--- config.mk ---
export PLATFORM = sky130hd
export DESIGN_NAME = regfile_write_arbiter_flat
export DESIGN_NICKNAME = d
export VERILOG_FILES = /design/src/rtl/regfile_pkg.sv /design/src/rtl/regfile_write_arbiter_if.sv /design/src/rtl/wb_slot.sv /design/src/rtl/regfile_write_arbiter.sv /design/src/flat_wrapper.sv
export SDC_FILE = /design/constraint.sdc
export NUM_CORES = 1
export LEC_CHECK = 0
export CORE_ASPECT_RATIO = 1.75
export CORE_MARGIN = 5
export CORE_UTILIZATION = 30
export DETAILED_ROUTE_END_ITERATION = 8
export PLACE_DENSITY = 0.6
export SLEW_MARGIN = 10
export SYNTH_ARGS = -nofsm -noshare
export SYNTH_HDL_FRONTEND = slang
export SYNTH_SLANG_ARGS = --single-unit
--- constraint.sdc ---
create_clock -name clk -period 3.2 [get_ports clk]
set_input_delay 0.48 -clock clk [delete_from_list [all_inputs] [get_ports clk]]
set_output_delay 0.48 -clock clk [all_outputs]
set_load 0.02 [all_outputs]
--- src/rtl/regfile_pkg.sv ---
// Shared definitions for the register-file write arbiter.
// Contents: register file geometry, the write-request record carried by each
// source, and the hardwired-zero register index.
package regfile_pkg;

  localparam int ADDR_W   = 5;
  localparam int DATA_W   = 32;
  localparam int NUM_REGS = 32;

  // Register 0 is hardwired to zero; writes to it are dropped on entry.
  localparam logic [ADDR_W-1:0] ZERO_REG = {ADDR_W{1'b0}};

  typedef struct packed {
    logic [ADDR_W-1:0] addr;
    logic [DATA_W-1:0] data;
  } wr_req_t;

endpackage

--- src/rtl/regfile_write_arbiter_if.sv ---
// Bus bundle between the two write-back sources, the arbiter and the
// register file / decode stage.
// Signals: a_* / b_* valid-ready write requests (addr, data), rf_* registered
// register-file write port, pend_mask per-register pending-write mask.
// Modports: slave = the arbiter, master = the sources and consumers around it.
interface regfile_write_arbiter_if;
  import regfile_pkg::*;

  logic                a_valid;
  logic                a_ready;
  logic [ADDR_W-1:0]   a_addr;
  logic [DATA_W-1:0]   a_data;
  logic                b_valid;
  logic                b_ready;
  logic [ADDR_W-1:0]   b_addr;
  logic [DATA_W-1:0]   b_data;
  logic                rf_we;
  logic [ADDR_W-1:0]   rf_waddr;
  logic [DATA_W-1:0]   rf_wdata;
  logic [NUM_REGS-1:0] pend_mask;

  modport slave (
    input  a_valid, a_addr, a_data, b_valid, b_addr, b_data,
    output a_ready, b_ready, rf_we, rf_waddr, rf_wdata, pend_mask
  );

  modport master (
    output a_valid, a_addr, a_data, b_valid, b_addr, b_data,
    input  a_ready, b_ready, rf_we, rf_waddr, rf_wdata, pend_mask
  );

endinterface

--- src/rtl/wb_slot.sv ---
// One-entry holding register for a single write-back source.
// Ports: clk, rst_n (async active-low); accept = handshake completes this edge;
// req_in = incoming write; clear = slot granted this edge; full / req_out =
// current contents; fill = this edge loads a real (non-zero-address) write.
module wb_slot
  import regfile_pkg::*;
(
  input  logic    clk,
  input  logic    rst_n,
  input  logic    accept,
  input  wr_req_t req_in,
  input  logic    clear,
  output logic    full,
  output wr_req_t req_out,
  output logic    fill
);

  logic    full_r;
  wr_req_t req_r;

  // A handshake to register 0 completes but never occupies the slot.
  assign fill    = accept && (req_in.addr != ZERO_REG);
  assign full    = full_r;
  assign req_out = req_r;

  // Slot state: a fill takes priority over clear so a granted slot can refill.
  always_ff @(posedge clk or negedge rst_n) begin
    if (!rst_n) begin
      full_r <= 1'b0;
      req_r  <= '0;
    end else if (fill) begin
      full_r <= 1'b1;
      req_r  <= req_in;
    end else if (clear) begin
      full_r <= 1'b0;
      req_r  <= req_r;
    end else begin
      full_r <= full_r;
      req_r  <= req_r;
    end
  end

endmodule

--- src/rtl/regfile_write_arbiter.sv ---
// Two-source write arbiter for the 32x32 register file.
// Ports: clk, rst_n (async active-low), bus (slave modport) carrying the two
// valid/ready write sources, the registered register-file write port and the
// per-register pending mask used by decode for hazard stalls.
// Issues at most one write per clock, oldest slot first.
module regfile_write_arbiter
  import regfile_pkg::*;
(
  input  logic                     clk,
  input  logic                     rst_n,
  regfile_write_arbiter_if.slave   bus
);

  logic          a_full_s, b_full_s;
  logic          a_fill_s, b_fill_s;
  wr_req_t       a_req_s, b_req_s;
  logic          grant_a_s, grant_b_s;
  logic          a_ready_s, b_ready_s;
  logic          a_older_r;
  logic          rf_we_r;
  logic [ADDR_W-1:0]   rf_waddr_r;
  logic [DATA_W-1:0]   rf_wdata_r;
  logic [NUM_REGS-1:0] pend_s;

  wb_slot u_slot_a (
    .clk     (clk),
    .rst_n   (rst_n),
    .accept  (bus.a_valid && a_ready_s),
    .req_in  ({bus.a_addr, bus.a_data}),
    .clear   (grant_a_s),
    .full    (a_full_s),
    .req_out (a_req_s),
    .fill    (a_fill_s)
  );

  wb_slot u_slot_b (
    .clk     (clk),
    .rst_n   (rst_n),
    .accept  (bus.b_valid && b_ready_s),
    .req_in  ({bus.b_addr, bus.b_data}),
    .clear   (grant_b_s),
    .full    (b_full_s),
    .req_out (b_req_s),
    .fill    (b_fill_s)
  );

  // Grant and ready: A wins when alone or older; B takes any remaining full slot.
  always_comb begin
    grant_a_s = a_full_s && (!b_full_s || a_older_r);
    grant_b_s = b_full_s && !grant_a_s;
    a_ready_s = rst_n && (!a_full_s || grant_a_s);
    b_ready_s = rst_n && (!b_full_s || grant_b_s);
  end

  assign bus.a_ready = a_ready_s;
  assign bus.b_ready = b_ready_s;

  // Age flag: only meaningful once both slots hold writes; a slot that stays
  // full across the edge is older than one that was just (re)filled.
  always_ff @(posedge clk or negedge rst_n) begin
    if (!rst_n) begin
      a_older_r <= 1'b1;
    end else if (a_fill_s && b_fill_s) begin
      a_older_r <= 1'b1;
    end else if (b_fill_s && a_full_s && !grant_a_s) begin
      a_older_r <= 1'b1;
    end else if (a_fill_s && b_full_s && !grant_b_s) begin
      a_older_r <= 1'b0;
    end else begin
      a_older_r <= a_older_r;
    end
  end

  // Register-file write port; address/data hold when nothing is issued.
  always_ff @(posedge clk or negedge rst_n) begin
    if (!rst_n) begin
      rf_we_r    <= 1'b0;
      rf_waddr_r <= {ADDR_W{1'b0}};
      rf_wdata_r <= {DATA_W{1'b0}};
    end else if (grant_a_s) begin
      rf_we_r    <= 1'b1;
      rf_waddr_r <= a_req_s.addr;
      rf_wdata_r <= a_req_s.data;
    end else if (grant_b_s) begin
      rf_we_r    <= 1'b1;
      rf_waddr_r <= b_req_s.addr;
      rf_wdata_r <= b_req_s.data;
    end else begin
      rf_we_r    <= 1'b0;
      rf_waddr_r <= rf_waddr_r;
      rf_wdata_r <= rf_wdata_r;
    end
  end

  assign bus.rf_we    = rf_we_r;
  assign bus.rf_waddr = rf_waddr_r;
  assign bus.rf_wdata = rf_wdata_r;

  // Pending decode from buffered and in-flight writes; register 0 never pends.
  always_comb begin
    pend_s = {NUM_REGS{1'b0}};
    for (int k = 1; k < NUM_REGS; k++) begin
      pend_s[k] = (a_full_s && (a_req_s.addr == ADDR_W'(k))) ||
                  (b_full_s && (b_req_s.addr == ADDR_W'(k))) ||
                  (rf_we_r  && (rf_waddr_r   == ADDR_W'(k)));
    end
  end

  assign bus.pend_mask = pend_s;

endmodule

--- src/flat_wrapper.sv ---
// flat-port wrapper written by rule: the top's interface ports become plain ports
module regfile_write_arbiter_flat import regfile_pkg::*;
  (clk, rst_n, bus_a_valid, bus_a_addr, bus_a_data, bus_b_valid, bus_b_addr, bus_b_data, bus_a_ready, bus_b_ready, bus_rf_we, bus_rf_waddr, bus_rf_wdata, bus_pend_mask);
  regfile_write_arbiter_if bus_i ();
  input  logic clk;
  input  logic rst_n;
  input wire logic [$bits(bus_i.a_valid)-1:0] bus_a_valid;
  input wire logic [$bits(bus_i.a_addr)-1:0] bus_a_addr;
  input wire logic [$bits(bus_i.a_data)-1:0] bus_a_data;
  input wire logic [$bits(bus_i.b_valid)-1:0] bus_b_valid;
  input wire logic [$bits(bus_i.b_addr)-1:0] bus_b_addr;
  input wire logic [$bits(bus_i.b_data)-1:0] bus_b_data;
  output wire logic [$bits(bus_i.a_ready)-1:0] bus_a_ready;
  output wire logic [$bits(bus_i.b_ready)-1:0] bus_b_ready;
  output wire logic [$bits(bus_i.rf_we)-1:0] bus_rf_we;
  output wire logic [$bits(bus_i.rf_waddr)-1:0] bus_rf_waddr;
  output wire logic [$bits(bus_i.rf_wdata)-1:0] bus_rf_wdata;
  output wire logic [$bits(bus_i.pend_mask)-1:0] bus_pend_mask;
  assign bus_i.a_valid = bus_a_valid;
  assign bus_i.a_addr = bus_a_addr;
  assign bus_i.a_data = bus_a_data;
  assign bus_i.b_valid = bus_b_valid;
  assign bus_i.b_addr = bus_b_addr;
  assign bus_i.b_data = bus_b_data;
  assign bus_a_ready = bus_i.a_ready;
  assign bus_b_ready = bus_i.b_ready;
  assign bus_rf_we = bus_i.rf_we;
  assign bus_rf_waddr = bus_i.rf_waddr;
  assign bus_rf_wdata = bus_i.rf_wdata;
  assign bus_pend_mask = bus_i.pend_mask;
  regfile_write_arbiter u_core (.clk(clk), .rst_n(rst_n), .bus(bus_i));
endmodule
### After elaboration in Yosys (flattened, before gate mapping)

Index checks and enable logic that the tools add are counted.

| word-level totals | value |
|---|---|
| register bits | 115 |
| bits of input ports | 78 |
| logic and storage cells | 297 |

| cells by class | value |
|---|---|
| equality and inequality tests | 93 |
| mux-type cells | 13 |
| reduce and logical (&&, ||, !) cells | 181 |

Operators with widths:

| cell | count |
|---|---|
| 5-bit == test, second input constant | 48 |
| 5-bit by 4-bit == test with 1-bit output, second input constant | 24 |
| 1-bit logical AND | 106 |
| 1-bit logical OR | 65 |
| 32-bit 2-to-1 mux | 2 |
| 5-bit by 3-bit == test with 1-bit output, second input constant | 12 |
| 5-bit by 2-bit == test with 1-bit output, second input constant | 6 |
| 5-bit by 1-bit == test with 1-bit output, second input constant | 3 |
| 5-bit 2-to-1 mux | 2 |
| 5-bit nonzero test | 2 |
| 1-bit 2-to-1 mux | 9 |
| 2-bit nonzero test | 3 |
| 1-bit zero test | 4 |
| 3-bit nonzero test | 1 |

### Depth between registers and ports, before layout

| depth | value |
|---|---|
| word-level depth | 13 |
| gate-level depth with buffers | 7 |
| depth with buffers taken out | 4 |

### Cells and area by module

From an unflattened synthesis, not the netlist that was laid out.

| second synthesis, totals | value |
|---|---|
| cell total of the unflattened synthesis | 542 |
| area, all modules | 6002.0 um2 |

Modules (own cells, without submodules):

| module | times used | cells an instance | area an instance (um2) |
|---|---|---|---|
| regfile_write_arbiter | 1 | 370 | 3111.7 |
| wb_slot | 2 | 86 | 1445.1 |

### Worst setup path before layout

OpenSTA, ideal clock, no wires.

| timing | value |
|---|---|
| path kind | register to output |
| from | register u_core.rf_waddr_r[2], in the netlist u_core.bus.rf_waddr[2] |
| to | output bus_pend_mask[7] |
| data arrival time | 1.545 ns |
| data required time | 2.720 ns |
| setup slack | 1.175 ns |
| cell stages (with the launch flop) | 6 |
| buffers on the path | 1 |
| path through | dfrtp_1 > clkbuf_1 > nor2b_1 > nor2b_1 > a32oi_1 > nand2_1 |

| on the way | value |
|---|---|
| cells in the longest elaborated chain, start to end | 3 |

RTL lines:

| item | line | RTL |
|---|---|---|
| from (decl) | regfile_write_arbiter.sv:21 | `logic [ADDR_W-1:0] rf_waddr_r;` |
| from (signal assigned) | regfile_write_arbiter.sv:78 | `rf_waddr_r <= {ADDR_W{1'b0}};` |
| from (signal assigned) | regfile_write_arbiter.sv:82 | `rf_waddr_r <= a_req_s.addr;` |
| from (signal assigned) | regfile_write_arbiter.sv:86 | `rf_waddr_r <= b_req_s.addr;` |
| 5-bit by 3-bit == test with 1-bit output | regfile_write_arbiter.sv:105 | `(rf_we_r && (rf_waddr_r == ADDR_W'(k)));` |
| 1-bit logical AND | regfile_write_arbiter.sv:105 |  |
| 1-bit logical OR | regfile_write_arbiter.sv:104 | `(b_full_s && (b_req_s.addr == ADDR_W'(k))) \|\|` |
| to (decl) | flat_wrapper.sv:18 | `output wire logic [$bits(bus_i.pend_mask)-1:0] bus_pend_mask;` |

Every way passes these cells.

### Worst setup path in the final report

| timing | value |
|---|---|
| from | register u_core.rf_waddr_r[2], in the netlist u_core.bus.rf_waddr[2] |
| to | output bus_pend_mask[6] |

The elaborated chain is that of the path after synthesis.

==> impl_metrics.tcl <==
set metrics [dict create \
    ys_ff_latch 115 \
    fin_nets 715 \
    finalHoldViolations 0 \
    busiest_layer "met2" \
    crit_chain "nor2b_1, nor2b_1, a22oi_1, nand2_1, clkdlybuf4s50_1" \
    timing_worst_slew_pin_value_ps 1152 \
    place.gp.congestion 0.9295 \
    relSlewSlack_pct 23.00 \
    clock_sinks 115 \
    status "finished, final reports clean" \
    synth_top_area_cell "dfrtp_1" \
    htreeDepth 4 \
    grt_max_degree 64 \
    drcViolationCount 0 \
    routed_wirelength_um 16880 \
    endpoint "bus_pend_mask[6]" \
    min_period_ps 3095 \
    met3_usage_pct 2.956 \
    rsz0062_at_grt "false" \
    syn_to_final_growth_pct 41.93 \
    die_w_um 111.9 \
    die_h_um 188.4 \
    io_buffers 148 \
    r2r_start "u_core.a_older_r" \
    worstSetupStartpointType "flop" \
    wl_per_cell_um 19.09 \
    n_antenna_cell 0 \
    crit_type "flop to output pin" \
    hold_path_depth 2 \
    start_util_pct 30.35 \
    cts-buffers-inserted 17 \
    synth.most_common_cell "nand2_1" \
    skew_ps 11.07 \
    drt_iter0_drc 244 \
    synth_area_um2 5455 \
    async_flop_share_pct 100.0 \
    drv_slew 0 \
    synth_edf_count 0 \
    vias_per_cell 4.979 \
    coreArea_um2 17970 \
    synth.net_count 571 \
    yosys-top-cells-area "dfrtp_1, nand2_1, mux2_2" \
    vias 4401 \
    ioPinCount 150 \
    grtUsageMet1_pct 16.24 \
    pwr_density_cell_nw_per_um2 659.5 \
    ys_seq_area_share_pct 52.78 \
    drive_above_1_share_pct 18.77 \
    fin_setup_tns_ps 0 \
    row_count 65 \
    cts_tree "done" \
    cp-end-kind "output pin" \
    final_util_pct 43.08 \
    cts.path.max_buffers 2 \
    die_area_um2 21090 \
    hold_class "flop to flop" \
    grt_first_pass_wirelength_um 26190 \
    leakagePower_nw 3.370 \
    grtUsageMet2_pct 30.22 \
    clock_latency_ps 400 \
    yosysWarnings 0 \
    r2r_end "u_core.u_slot_a.req_out[18]" \
    critPathSlowestCell "clkdlybuf4s50_1" \
    r2r_cells 5 \
    max-cap-violations 0 \
    post_cts_buffers 0 \
    ctsRootBufferMaster "clkbuf_16" \
    gr-total-overflow 0 \
    synthCells 493 \
    crit_start "u_core.bus.rf_waddr[2]" \
    fmax_ghz 0.3232 \
    grt_usage_pct 15.94 \
    antenna_found_initial 0 \
    avgSynthCellArea_um2 11.07 \
    antenna_left 0 \
    cp_common_cell "nor2b_1" \
    setup_viol 0 \
    finalCritPeriodShare_pct 96.70 \
    hpwl_um 12430 \
    synth_top_area_share_pct 52.29 \
    first_global_vias 4731 \
    yosys-top-cells-count "nand2_1, dfrtp_1, a22oi_1, mux2_2, mux2_4" \
    synth_cell_types 41 \
    drtPass1Iterations 7 \
    clkTransAtPathRegs_ps 60 \
    crit_fanout 11 \
    rrSetupSlack_ps 990 \
    cpPeakStageDelay_ps 610 \
    peakVddDrop_uv 375.2 \
    cp_data_required_time_ps 2720 \
    ys.flop_type "dfrtp_1" \
    crit_arrival_ps 2610 \
]
how the worst min path moves through the flow:
stage	startpoint	end	slack, ps
after floorplan	rst_n	u_core.bus.rf_waddr[0]	180
after global placement	rst_n	u_core.u_slot_b.req_out[3]	360
after detailed placement	rst_n	u_core.u_slot_b.req_out[3]	360
after CTS	rst_n	u_core.u_slot_b.req_out[3]	470
after global routing	u_core.u_slot_b.req_out[22]	u_core.bus.rf_wdata[22]	480
final	u_core.u_slot_b.req_out[23]	u_core.bus.rf_wdata[23]	470
what timing repair did:
item	CTS	global route
gates resized for setup	0	3
setup endpoints to repair	0	5
hold buffers	1	0
hold endpoints to repair	11	0
power by group:
part / total, mW / leakage (nW) / internal (mW) / switching [mW]
Sequential: 1.98 / 1.38 / 1.74 / 0.244
Combinational: 1.26 / 1.72 / 0.639 / 0.625
Clock: 1.86 / 0.279 / 1.17 / 0.688
Total: 5.11 / 3.37 / 3.55 / 1.56
critical path: cells and delay by family, from the launching register on:
kind / cells / cell delay, ps
buffers and inverters: 1 / 610
DFF: 1 / 560
AOI/OAI and AO/OA: 1 / 160
and+or+nand+nor: 3 / 870
metrics by stage:
stage | std cells | setup slack (ps) | cell area [µm²] | hold WS, ps | power [mW]
floorplan | 493 | 1175 | 5455 | 184.4 | 2.645
global placement | 851 | 513.9 | 7126 | 358.9 | 3.245
finish | 884 | 105.5 | 7742 | 466.6 | 5.106
CTS | 884 | 53.77 | 7727 | 465.8 | 5.168
global route | 884 | 2.476 | 7742 | 476.3 | 5.348
detailed placement | 851 | 490.9 | 7126 | 362.4 | 3.272
layout by cell type, fill, tap and decap left out, types with 2 or more instances in the layout:
cell             instances
nor3_1                   5
nor3b_2                  2
clkinv_2                 2
bufinv_16                2
a32oi_1                  6
nand2_1                134
mux2_1                   3
o21ai_0                  2
a21oi_1                  2
nor2_1                  16
clkdlybuf4s50_1        147
nor2b_1                 10
dfrtp_1                114
buf_4                    7
and2_1                   3
inv_1                    4
a22oi_1                 59
clkinvlp_4               4
nand2b_1                 6
clkinv_4                 3
clkbuf_16               17
mux2_2                  40
mux2_4                  30
o31ai_1                  2
inv_6                    3
a21boi_4                 2
and3_1                   3
a222oi_1                 2
cells by family after synthesis:
group,after synthesis,share of synthesized area (%)
mux,73,17.13
simple gates,188,14.72
other cells,1,0.06874
buf+inv,35,4.083
flops,115,52.78
compound gates,81,11.22
flip-flops by register name, indices dropped and copies added (netlist names):
signal and flops:
u_core.bus.rf_we 1, u_core.a_older_r 1, u_core.u_slot_b.req_out 37, u_core.u_slot_a.full 1, u_core.bus.rf_wdata 32, u_core.u_slot_a.req_out 37, u_core.bus.rf_waddr 5, u_core.u_slot_b.full 1
metal layers:
metal	routed length (µm)	vias up
met5	0	-
met4	733	0
met3	744	38
met2	9440	177
met1	5960	2168
li1	-	2018
layout make-up:
type | count | area, µm²
clock inverter | 14 | 152.6
fill | 1697 | 10230
clock buffer | 18 | 439.2
timing repair buffer | 156 | 1554
tap | 234 | 292.8
sequential | 115 | 2879
multi-input combinational | 343 | 2410
inverter | 4 | 15.01
(Power assumes the default switching activity.)
